<file path="config.mk">
export PLATFORM = sky130hd
export DESIGN_NAME = digit_scan
export DESIGN_NICKNAME = d
export VERILOG_FILES = /design/src/rtl/digit_scan_pkg.sv /design/src/rtl/digit_scan_next_en_digit.sv /design/src/rtl/digit_scan.sv
export SDC_FILE = /design/constraint.sdc
export NUM_CORES = 1
export LEC_CHECK = 0
export ABC_AREA = 1
export CAP_MARGIN = 5
export CORE_MARGIN = 2
export CORE_UTILIZATION = 30
export CTS_CLUSTER_DIAMETER = 40
export DETAILED_ROUTE_END_ITERATION = 10
export GPL_TIMING_DRIVEN = 0
export PLACE_DENSITY = 0.57
export SLEW_MARGIN = 20
export SYNTH_ARGS = -nofsm -noshare
export SYNTH_HDL_FRONTEND = slang
export SYNTH_SLANG_ARGS = --single-unit
</file>
<file path="constraint.sdc">
create_clock -name clk -period 4.7 [get_ports clk]
set_clock_uncertainty 0.05 [all_clocks]
set_input_delay 0.705 -clock clk [delete_from_list [all_inputs] [get_ports clk]]
set_output_delay 0.705 -clock clk [all_outputs]
set_load 0.03 [all_outputs]
</file>
<file path="src/rtl/digit_scan_pkg.sv">
// Shared definitions for the display digit scanner: digit count, FSM state
// encoding and a one-hot helper used by the select register.
package digit_scan_pkg;

  localparam int NDIG = 4;

  typedef enum logic [1:0] {
    ST_IDLE  = 2'd0,
    ST_BLANK = 2'd1,
    ST_ON    = 2'd2
  } scan_state_e;

  function automatic logic [NDIG-1:0] onehot(input logic [1:0] idx);
    return 4'b0001 << idx;
  endfunction

endpackage

</file>
<file path="src/rtl/digit_scan_next_en_digit.sv">
// Combinational enabled-digit picker. With from_lowest_i set it returns the
// lowest set bit of the mask; otherwise it returns the next set bit strictly
// after cur_i, searching cyclically (3 wraps to 0) and landing on cur_i itself
// only when it is the sole enabled digit.
module next_en_digit
  import digit_scan_pkg::*;
(
  input  logic [NDIG-1:0] mask_i,
  input  logic [1:0]      cur_i,
  input  logic            from_lowest_i,
  output logic [1:0]      nxt_o,
  output logic            valid_o
);

  logic [1:0] cand;

  // Priority search; later loop iterations win, so iterate from the lowest
  // priority candidate towards the highest.
  always_comb begin
    nxt_o   = cur_i;
    valid_o = |mask_i;
    cand    = cur_i;
    if (from_lowest_i) begin
      for (int i = NDIG - 1; i >= 0; i--) begin
        if (mask_i[i]) nxt_o = 2'(i);
      end
    end else begin
      for (int k = NDIG; k >= 1; k--) begin
        cand = cur_i + 2'(k);
        if (mask_i[cand]) nxt_o = cand;
      end
    end
  end

endmodule

</file>
<file path="src/rtl/digit_scan.sv">
// Display digit scanner: walks the enabled digits 0..3 cyclically, holding each
// for ON_CYCLES and inserting BLANK_CYCLES of all-zero select between digits.
// All outputs are registered and computed from the next-state values.
module digit_scan
  import digit_scan_pkg::*;
#(
  parameter int ON_CYCLES    = 50000,
  parameter int BLANK_CYCLES = 1000,
  parameter int CNT_W        = 16
) (
  input  logic            clk,
  input  logic            rst_n,
  input  logic            en,
  input  logic [NDIG-1:0] digit_en,
  output logic [NDIG-1:0] sel,
  output logic [1:0]      digit_idx,
  output logic            frame_start,
  output logic            active
);

  localparam logic [CNT_W-1:0] ON_LAST    = CNT_W'(ON_CYCLES - 1);
  // BLANK is never entered when the gap is zero, so the fallback value is unused.
  localparam logic [CNT_W-1:0] BLANK_LAST = (BLANK_CYCLES > 0) ? CNT_W'(BLANK_CYCLES - 1) : '0;
  localparam bit               NO_GAP     = (BLANK_CYCLES == 0);

  scan_state_e     state_q, state_d;
  logic [CNT_W-1:0] cnt_q, cnt_d;
  logic [1:0]      idx_q, idx_d;
  logic [NDIG-1:0] sel_q, sel_d;
  logic            frame_q, frame_d;
  logic            active_q, active_d;
  logic            enter_on;
  logic [1:0]      pick_idx;
  logic            any_en;

  // One picker serves both the initial pick out of IDLE and the cyclic
  // advance (which also re-resolves a digit disabled during BLANK).
  next_en_digit u_pick (
    .mask_i        (digit_en),
    .cur_i         (idx_q),
    .from_lowest_i (state_q == ST_IDLE),
    .nxt_o         (pick_idx),
    .valid_o       (any_en)
  );

  // Next state, dwell counter and next output values; aborts override expiry.
  always_comb begin
    state_d  = state_q;
    idx_d    = idx_q;
    cnt_d    = cnt_q + CNT_W'(1);
    enter_on = 1'b0;
    if (!en || !any_en) begin
      state_d = ST_IDLE;
      cnt_d   = '0;
    end else begin
      unique case (state_q)
        ST_IDLE: begin
          idx_d = pick_idx;
          cnt_d = '0;
          if (NO_GAP) begin
            state_d  = ST_ON;
            enter_on = 1'b1;
          end else begin
            state_d = ST_BLANK;
          end
        end
        ST_BLANK: begin
          if (cnt_q == BLANK_LAST) begin
            state_d  = ST_ON;
            cnt_d    = '0;
            enter_on = 1'b1;
            idx_d    = digit_en[idx_q] ? idx_q : pick_idx;
          end
        end
        ST_ON: begin
          // A digit disabled mid-ON ends its period as if it had expired.
          if (cnt_q == ON_LAST || !digit_en[idx_q]) begin
            idx_d = pick_idx;
            cnt_d = '0;
            if (NO_GAP) begin
              state_d  = ST_ON;
              enter_on = 1'b1;
            end else begin
              state_d = ST_BLANK;
            end
          end
        end
        default: begin
          state_d = ST_IDLE;
          cnt_d   = '0;
        end
      endcase
    end
    sel_d    = (state_d == ST_ON) ? onehot(idx_d) : '0;
    // Frame starts when no enabled digit sits below the one being entered.
    frame_d  = enter_on && ((digit_en & (onehot(idx_d) - 4'd1)) == 4'd0);
    active_d = (state_d != ST_IDLE);
  end

  // State and output registers, cleared asynchronously by rst_n.
  always_ff @(posedge clk or negedge rst_n) begin
    if (!rst_n) begin
      state_q  <= ST_IDLE;
      cnt_q    <= '0;
      idx_q    <= 2'd0;
      sel_q    <= '0;
      frame_q  <= 1'b0;
      active_q <= 1'b0;
    end else begin
      state_q  <= state_d;
      cnt_q    <= cnt_d;
      idx_q    <= idx_d;
      sel_q    <= sel_d;
      frame_q  <= frame_d;
      active_q <= active_d;
    end
  end

  assign sel         = sel_q;
  assign digit_idx   = idx_q;
  assign frame_start = frame_q;
  assign active      = active_q;

endmodule

</file>
# Word-level counts from Yosys, hierarchy flattened
# Cells that the tools add are included.
[totals] register_bits=26 latchBits=0 mem_bits_rw=0 rom_bits=0 input_bits=7 out_inout_bits=8 wordCells=65 n_memories=0
[classes] n_addsub=5 mul=0 n_div=0 magnitude_cmp=4 n_eq_ne=5 shifts=1 mux=33 n_bitwise=1 n_reduce_logical=10
[op_table] cell="$mux 16" n=3
[op_table] cell="$pmux 16 s2" n=1
[op_table] cell="$mux 2" n=15
[op_table] cell="$add 16x1->16 const B" n=1
[op_table] cell="$eq 16x10->1 const B" n=1
[op_table] cell="$eq 16x16->1 const B" n=1
[op_table] cell="$lt 2x3->1 const B" n=4
[op_table] cell="$pmux 2 s3" n=2
[op_table] cell="$bmux 1 s2" n=4
[op_table] cell="$mux 1" n=7
[op_table] cell="$add 2x2->2 const B" n=2
[op_table] cell="$and 4x4->4" n=1
[op_table] cell="$eq 2x2->1 const B" n=2
[op_table] cell="$logic_not 4->1" n=1
[op_table] cell="$mux 4" n=1
[op_table] cell="$reduce_or 4->1" n=1
[op_table] cell="$shl 1x2->4 const A" n=1
[op_table] cell="$sub 4x1->4 const B" n=1
[op_table] cell="$logic_not 1->1" n=3
[op_table] cell="$add 2x1->2 const B" n=1
[op_table] cell="$eq 2x1->1 const B" n=1
[op_table] cell="$logic_not 2->1" n=1
[op_table] cell="$logic_or 1x1->1" n=2
[op_table] cell="$reduce_bool 2->1" n=1
[op_table] cell="$logic_and 1x1->1" n=1

# Depth between registers and ports, before layout
[depth] word_depth=16 ltp_mapped=16 ltp_nobuf=16

# Hierarchy
# From an unflattened synthesis, not the netlist that was laid out.
[unflattened] hier_cells=224 area_unflattened_um2=1645.3
[modules_own_cells] module="digit_scan" instances=1 cells_each=195 area_per_inst_um2=1520.2 seq_area_each_um2=650.6
[modules_own_cells] module="next_en_digit" instances=1 cells_each=29 area_per_inst_um2=125.1 seq_area_each_um2=0.0

# Worst setup path after synthesis
# Ideal clock, no wire load.
[synth_timing] path_kind="input to register" from="input port digit_en[3]" to="register sel_q[2], in the netlist sel[2]" setup_time_ps=86 arrival_ps=1707 t_required_ps=4564 setup_slack_ps=2857 stages=14 n_path_buf=0 cell_sequence="inv_1 nand2_1 nand3_1 nand2_1 nand2_1 inv_1 nand2_1 nand2_1 nand2_1 nand2_1 nand2_1 nor2_1 inv_2 nor3_1"
[synth_via] elab_chain_cells=12 word_cells_on_any_way=32 classes_between="1 x eq/ne; 1 x shift; 25 x mux; 5 x reduce/logical"
[synth_rtl] item="from (decl)" line_no="digit_scan.sv:14" rtl="input logic [NDIG-1:0] digit_en,"
[synth_rtl] item="$bmux 1 s2" line_no="digit_scan_next_en_digit.sv:30" rtl="if (mask_i[cand]) nxt_o = cand;"
[synth_rtl] item="$mux 1 (implied by the code)" line_no="digit_scan_next_en_digit.sv:30"
[synth_rtl] item="$mux 2 (3 in a row)" line_no="digit_scan_next_en_digit.sv:30"
[synth_rtl] item="$mux 2" line_no="digit_scan_next_en_digit.sv:23" rtl="if (from_lowest_i) begin"
[synth_rtl] item="$mux 2" line_no="digit_scan.sv:72" rtl="idx_d = digit_en[idx_q] ? idx_q : pick_idx;"
[synth_rtl] item="$mux 2" line_no="digit_scan.sv:68" rtl="if (cnt_q == BLANK_LAST) begin"
[synth_rtl] item="$pmux 2 s3" line_no="digit_scan.sv:56" rtl="unique case (state_q)"
[synth_rtl] item="$mux 2" line_no="digit_scan.sv:52" rtl="if (!en || !any_en) begin"
[synth_rtl] item="$shl 1x2->4" line_no="digit_scan_pkg.sv:14" rtl="return 4'b0001 << idx;"
[synth_rtl] item="$mux 4 *" line_no="digit_scan.sv:94" rtl="sel_d = (state_d == ST_ON) ? onehot(idx_d) : '0;"
[synth_rtl] item="net sel_d[2]" line_no="digit_scan.sv:29" rtl="logic [NDIG-1:0] sel_q, sel_d;"
[synth_rtl] item="to (signal assigned)" line_no="digit_scan.sv:113" rtl="sel_q <= sel_d;"
[synth_rtl] item="to (decl)" line_no="digit_scan.sv:29"
# The timed path passes the listed nets; every way through them passes the cells marked *. The select of a mux whose other input is x is not followed.

# Final worst setup path
[layout_timing] from="input port digit_en[2]" to="register sel_q[0], in the netlist sel[0]"
[layout_via] elab_chain_cells=12 word_cells_on_any_way=31 classes_between="1 x eq/ne; 1 x shift; 24 x mux; 5 x reduce/logical"
[layout_rtl] item="$bmux 1 s2" line_no="digit_scan_next_en_digit.sv:30"
[layout_rtl] item="$mux 1 (implied by the code)" line_no="digit_scan_next_en_digit.sv:30"
[layout_rtl] item="$mux 2 (3 in a row)" line_no="digit_scan_next_en_digit.sv:30"
[layout_rtl] item="$mux 2" line_no="digit_scan_next_en_digit.sv:23"
[layout_rtl] item="$mux 2" line_no="digit_scan.sv:72"
[layout_rtl] item="$mux 2" line_no="digit_scan.sv:68"
[layout_rtl] item="$pmux 2 s3" line_no="digit_scan.sv:56"
[layout_rtl] item="$mux 2 *" line_no="digit_scan.sv:52"
[layout_rtl] item="net idx_d[1]" line_no="digit_scan.sv:28" rtl="logic [1:0] idx_q, idx_d;"
[layout_rtl] item="$shl 1x2->4 *" line_no="digit_scan_pkg.sv:14"
[layout_rtl] item="$mux 4 *" line_no="digit_scan.sv:94"
[layout_rtl] item="net sel_d[0]" line_no="digit_scan.sv:29"
# Marks and branches as above.

==> impl_metrics.prom <==
# TYPE chip_impl_metric gauge
chip_impl_metric{name="postSynth.asyncResetShare",unit="%"} 100
chip_impl_metric{name="design.portCount",unit=""} 15
chip_impl_metric{name="cellLeakagePower",unit="uW"} 0.00101
chip_impl_metric{name="timing.critical_path.arrival",unit="ns"} 2.53
chip_impl_metric{name="crit_path_max_fanout",unit=""} 5
chip_impl_metric{name="drv_cap",unit=""} 0
chip_impl_info{name="crit_path_end_kind",value="flop"} 1
chip_impl_metric{name="maxClockFrequency",unit="MHz"} 420
chip_impl_metric{name="max_slew_margin",unit="%"} 62.0
chip_impl_metric{name="power_switching",unit="uW"} 157
chip_impl_info{name="tritoncts",value="built"} 1
chip_impl_metric{name="grt_first_pass_wirelength",unit="mm"} 6.25
chip_impl_metric{name="worst_ir_drop_vdd",unit="V"} 0.000142
chip_impl_info{name="cpLargestDelayFamily",value="simple AND/OR/NAND/NOR gates"} 1
chip_impl_metric{name="place_congestion",unit=""} 0.825
chip_impl_metric{name="drt-initial-drc-count",unit=""} 42
chip_impl_metric{name="postSynthRegisterBits",unit=""} 26
chip_impl_metric{name="drt.antenna.violating_nets",unit=""} 0
chip_impl_metric{name="placementRows",unit=""} 27
chip_impl_metric{name="synth_top_area_share",unit="%"} 38.2
chip_impl_info{name="synth_commonest_cells",value="sky130_fd_sc_hd__nand2_1, sky130_fd_sc_hd__inv_1, sky130_fd_sc_hd__nor2_1, sky130_fd_sc_hd__dfrtp_1, sky130_fd_sc_hd__nand3_1"} 1
chip_impl_metric{name="synth-edff-count",unit=""} 0
chip_impl_info{name="reg2reg_to",value="cnt_q[14]"} 1
chip_impl_metric{name="cts.path.max_buffers",unit=""} 2
chip_impl_metric{name="hpwl",unit="mm"} 2.80
chip_impl_info{name="path_cells",value="clkdlybuf4s50_1, inv_1, a31oi_2, nand2_1, nor2_1, nand2_1, nand3b_1, nand2_2, inv_2, nor3_2"} 1
chip_impl_metric{name="cts_setup_buffers",unit=""} 0
chip_impl_info{name="r2r-start",value="cnt_q[0]"} 1
chip_impl_metric{name="period_needed",unit="ns"} 2.38
chip_impl_metric{name="inserted_clock_buffers",unit=""} 3
chip_impl_metric{name="worstMarginPinSlew",unit="ns"} 0.571
chip_impl_metric{name="globalRouteTotalUtil",unit="%"} 12.3
chip_impl_metric{name="portion_of_total_power_attributed_to_the_clock_network",unit="%"} 34.3
chip_impl_metric{name="powerDensity",unit="nW/um^2"} 270
chip_impl_metric{name="grt_overflow",unit=""} 0
chip_impl_metric{name="timing.critical_path.slowest_cell_delay",unit="ns"} 0.53
chip_impl_metric{name="power_switching_share",unit="%"} 29.0
chip_impl_info{name="rsz0062_at_grt",value="false"} 1
chip_impl_metric{name="fp.dieArea",unit="sq um"} 6300
chip_impl_info{name="status",value="finished, final reports clean"} 1
chip_impl_metric{name="first_pass_iters",unit=""} 4
chip_impl_metric{name="critPathRequiredTime",unit="ns"} 4.85
chip_impl_metric{name="postSynthNetCount",unit=""} 262
chip_impl_info{name="cp_max_delay_cell",value="sky130_fd_sc_hd__clkdlybuf4s50_1"} 1
chip_impl_metric{name="cts_num_sinks",unit=""} 26
chip_impl_metric{name="r2r_cells",unit=""} 10
chip_impl_metric{name="intPower",unit="uW"} 384
chip_impl_metric{name="min_period_over_period",unit="%"} 50.6
chip_impl_info{name="yosys-top-cells-area",value="sky130_fd_sc_hd__dfrtp_1, sky130_fd_sc_hd__nand2_1, sky130_fd_sc_hd__inv_1"} 1
chip_impl_info{name="critical_path.most_common_cell",value="sky130_fd_sc_hd__nand2_1"} 1
chip_impl_metric{name="synthesis.area_per_instance",unit="sq um"} 6.82
chip_impl_info{name="timing.critical_path.from_type",value="primary input"} 1
chip_impl_metric{name="drive_above_1_share",unit="%"} 8.96
chip_impl_metric{name="timing.reg2reg.setup_slack",unit="ns"} 2.65
chip_impl_metric{name="timing_hold_violations_final",unit=""} 0
chip_impl_metric{name="insertion_delay",unit="ns"} 0.27
chip_impl_metric{name="final_setup_viols",unit=""} 0
chip_impl_info{name="ys_dominant_reg_cell",value="sky130_fd_sc_hd__dfrtp_1"} 1
chip_impl_metric{name="post_synth_num_cell_types",unit=""} 27
chip_impl_metric{name="drc_errors",unit=""} 0
chip_impl_metric{name="cts.clk_slew.worst_paths",unit="ns"} 0.09
chip_impl_metric{name="cts_max_level",unit=""} 1
chip_impl_metric{name="vias",unit=""} 1515
chip_impl_metric{name="die-height",unit="microns"} 79.4
chip_impl_info{name="worst-setup-path-type",value="primary input to flop"} 1
chip_impl_metric{name="grt_pass1_vias",unit=""} 1409
chip_impl_metric{name="yosysWarningCount",unit=""} 0
chip_impl_metric{name="antenna_found_initial",unit=""} 0
chip_impl_metric{name="tns",unit="ns"} 0
chip_impl_metric{name="flow.area_growth_from_synthesis",unit="%"} 17.4
chip_impl_metric{name="start_util",unit="%"} 31.0
chip_impl_metric{name="grt_start_max_net_pins",unit=""} 27
chip_impl_metric{name="synth_area",unit="sq um"} 1710
chip_impl_metric{name="netlist_instances",unit=""} 250
chip_impl_info{name="min-delay-path-class",value="primary input to asynchronous set/reset pin"} 1
chip_impl_metric{name="insertedDiodeCount",unit=""} 0
chip_impl_info{name="yosysMostFrequentCell",value="sky130_fd_sc_hd__nand2_1"} 1
chip_impl_metric{name="routed_via_density",unit=""} 4.46
chip_impl_metric{name="finalMaxSlewViolations",unit=""} 0
chip_impl_metric{name="dpl-instance-area",unit="sq um"} 1930
chip_impl_metric{name="power.sequential.fraction",unit="%"} 43.2
chip_impl_metric{name="ctsHoldBuffers",unit=""} 0
chip_impl_metric{name="design.final.nets",unit=""} 281
chip_impl_metric{name="portBuffers",unit=""} 14
chip_impl_info{name="clk_root_buffer_cell",value="sky130_fd_sc_hd__clkbuf_8"} 1
chip_impl_metric{name="power.share.combinational",unit="%"} 22.5
chip_impl_metric{name="proportion_of_synthesized_chip_area_in_sequential_cells",unit="%"} 38.2
chip_impl_info{name="cell_type_contributing_the_most_total_cell_area_after_synthesis",value="sky130_fd_sc_hd__dfrtp_1"} 1
chip_impl_metric{name="final_area",unit="sq um"} 2000
chip_impl_metric{name="avgRoutedWirePerCell",unit="microns"} 10.2
chip_impl_metric{name="die_width",unit="microns"} 79.4
chip_impl_metric{name="design.core.area",unit="sq um"} 5510
chip_impl_metric{name="detail_route.wirelength",unit="mm"} 3.46
chip_impl_metric{name="cts-resized-gates",unit=""} 0
chip_impl_metric{name="critical_path.n_buffers_inverters",unit=""} 3
[state kept, by name (all words and copies together) (netlist names)]
name,cells
active,1
digit_idx,2
cnt_q,16
sel,4
state_q,2
frame_start,1
[metrics by stage]
stage / util [%] / total power [uW] / setup WS (ns) / std cells / hold slack [ns]
2_1_floorplan: - / 325 / 2.86 / 250 / 0.359
3_3_place_gp: 35.2 / 361 / 1.98 / 336 / 0.409
3_5_place_dp: 35.1 / 360 / 2.04 / 336 / 0.408
4_1_cts: 36.4 / 547 / 2.32 / 340 / 0.386
5_1_grt: 36.4 / 573 / 2.08 / 340 / 0.414
6_report: 36.4 / 541 / 2.32 / 340 / 0.362
[kinds of logic (layout without fill, tap and decap cells)]
| kind of cell | after synthesis | count (layout) | synth area share (%) |
|---|---|---|---|
| and+or+nand+nor | 143 | 143 | 36.8 |
| buffers and inverters | 49 | 67 | 11.3 |
| DFF | 26 | 26 | 38.2 |
| AOI/OAI and AO/OA | 24 | 24 | 8.58 |
| adders and majority gates | 5 | 5 | 3.67 |
| xor gates and xnor gates | 3 | 3 | 1.54 |
[routing by layer]
metal,track usage [%],wire (microns),vias to the layer above
met5,0,0,-
met4,3.62,51,0
met3,2.04,74,6
met2,20.0,1610,17
met1,16.8,1730,683
li1,-,-,809
[worst register-to-register path, delay by kind of cell, from the launching register on]
family | cells | cell delay [ns]
AOI/OAI and AO/OA | 2 | 0.18
adders and majority gates | 1 | 0.20
buffers and inverters | 1 | 0.07
DFF | 1 | 0.38
and+or+nand+nor | 6 | 1.06
[power by group through the flow]
| stage | clock (uW) | combinational, uW | sequential [uW] |
|---|---|---|---|
| 2_1_floorplan | 0 | 81.7 | 244 |
| 3_3_place_gp | 0 | 123 | 238 |
| 3_5_place_dp | 0 | 122 | 238 |
| 4_1_cts | 190 | 123 | 234 |
| 5_1_grt | 198 | 140 | 235 |
| 6_report | 186 | 122 | 234 |
[layout by cell type (no fill, tap or decap), drive strengths merged]
cell	n
a211oi	1
xor2	3
a21oi	13
nand3b	1
nand2	78
buf	3
nand4	3
nor2	31
inv	47
nor3	8
nand3	18
bufinv	1
o21ai	7
nand2b	1
dfrtp	26
clkbuf	3
o21a	1
a31oi	1
o21bai	1
nor3b	3
clkdlybuf4s50	13
ha	5
[worst max path at each step]
stage                            from        to  depth (start not counted)
after floorplan           digit_en[3]    sel[2]                         14
after global placement    digit_en[2]    sel[0]                         10
after detailed placement  digit_en[2]  cnt_q[7]                         12
after CTS                 digit_en[2]  cnt_q[7]                         12
after global routing      digit_en[2]    sel[2]                         15
final                     digit_en[2]    sel[0]                         10
[cell type report]
class                           instances  area [sq um]
Clock inverter                          1          30.0
Inverter                               47           176
Sequential cell                        26           651
Timing Repair Buffer                   14           135
Tap cell                               72          90.1
Buffer                                  2          16.3
Fill cell                             599          3500
Clock buffer                            3          41.3
Multi-Input combinational cell        175           862
No activity file was read; power rests on OpenSTA's default activity.
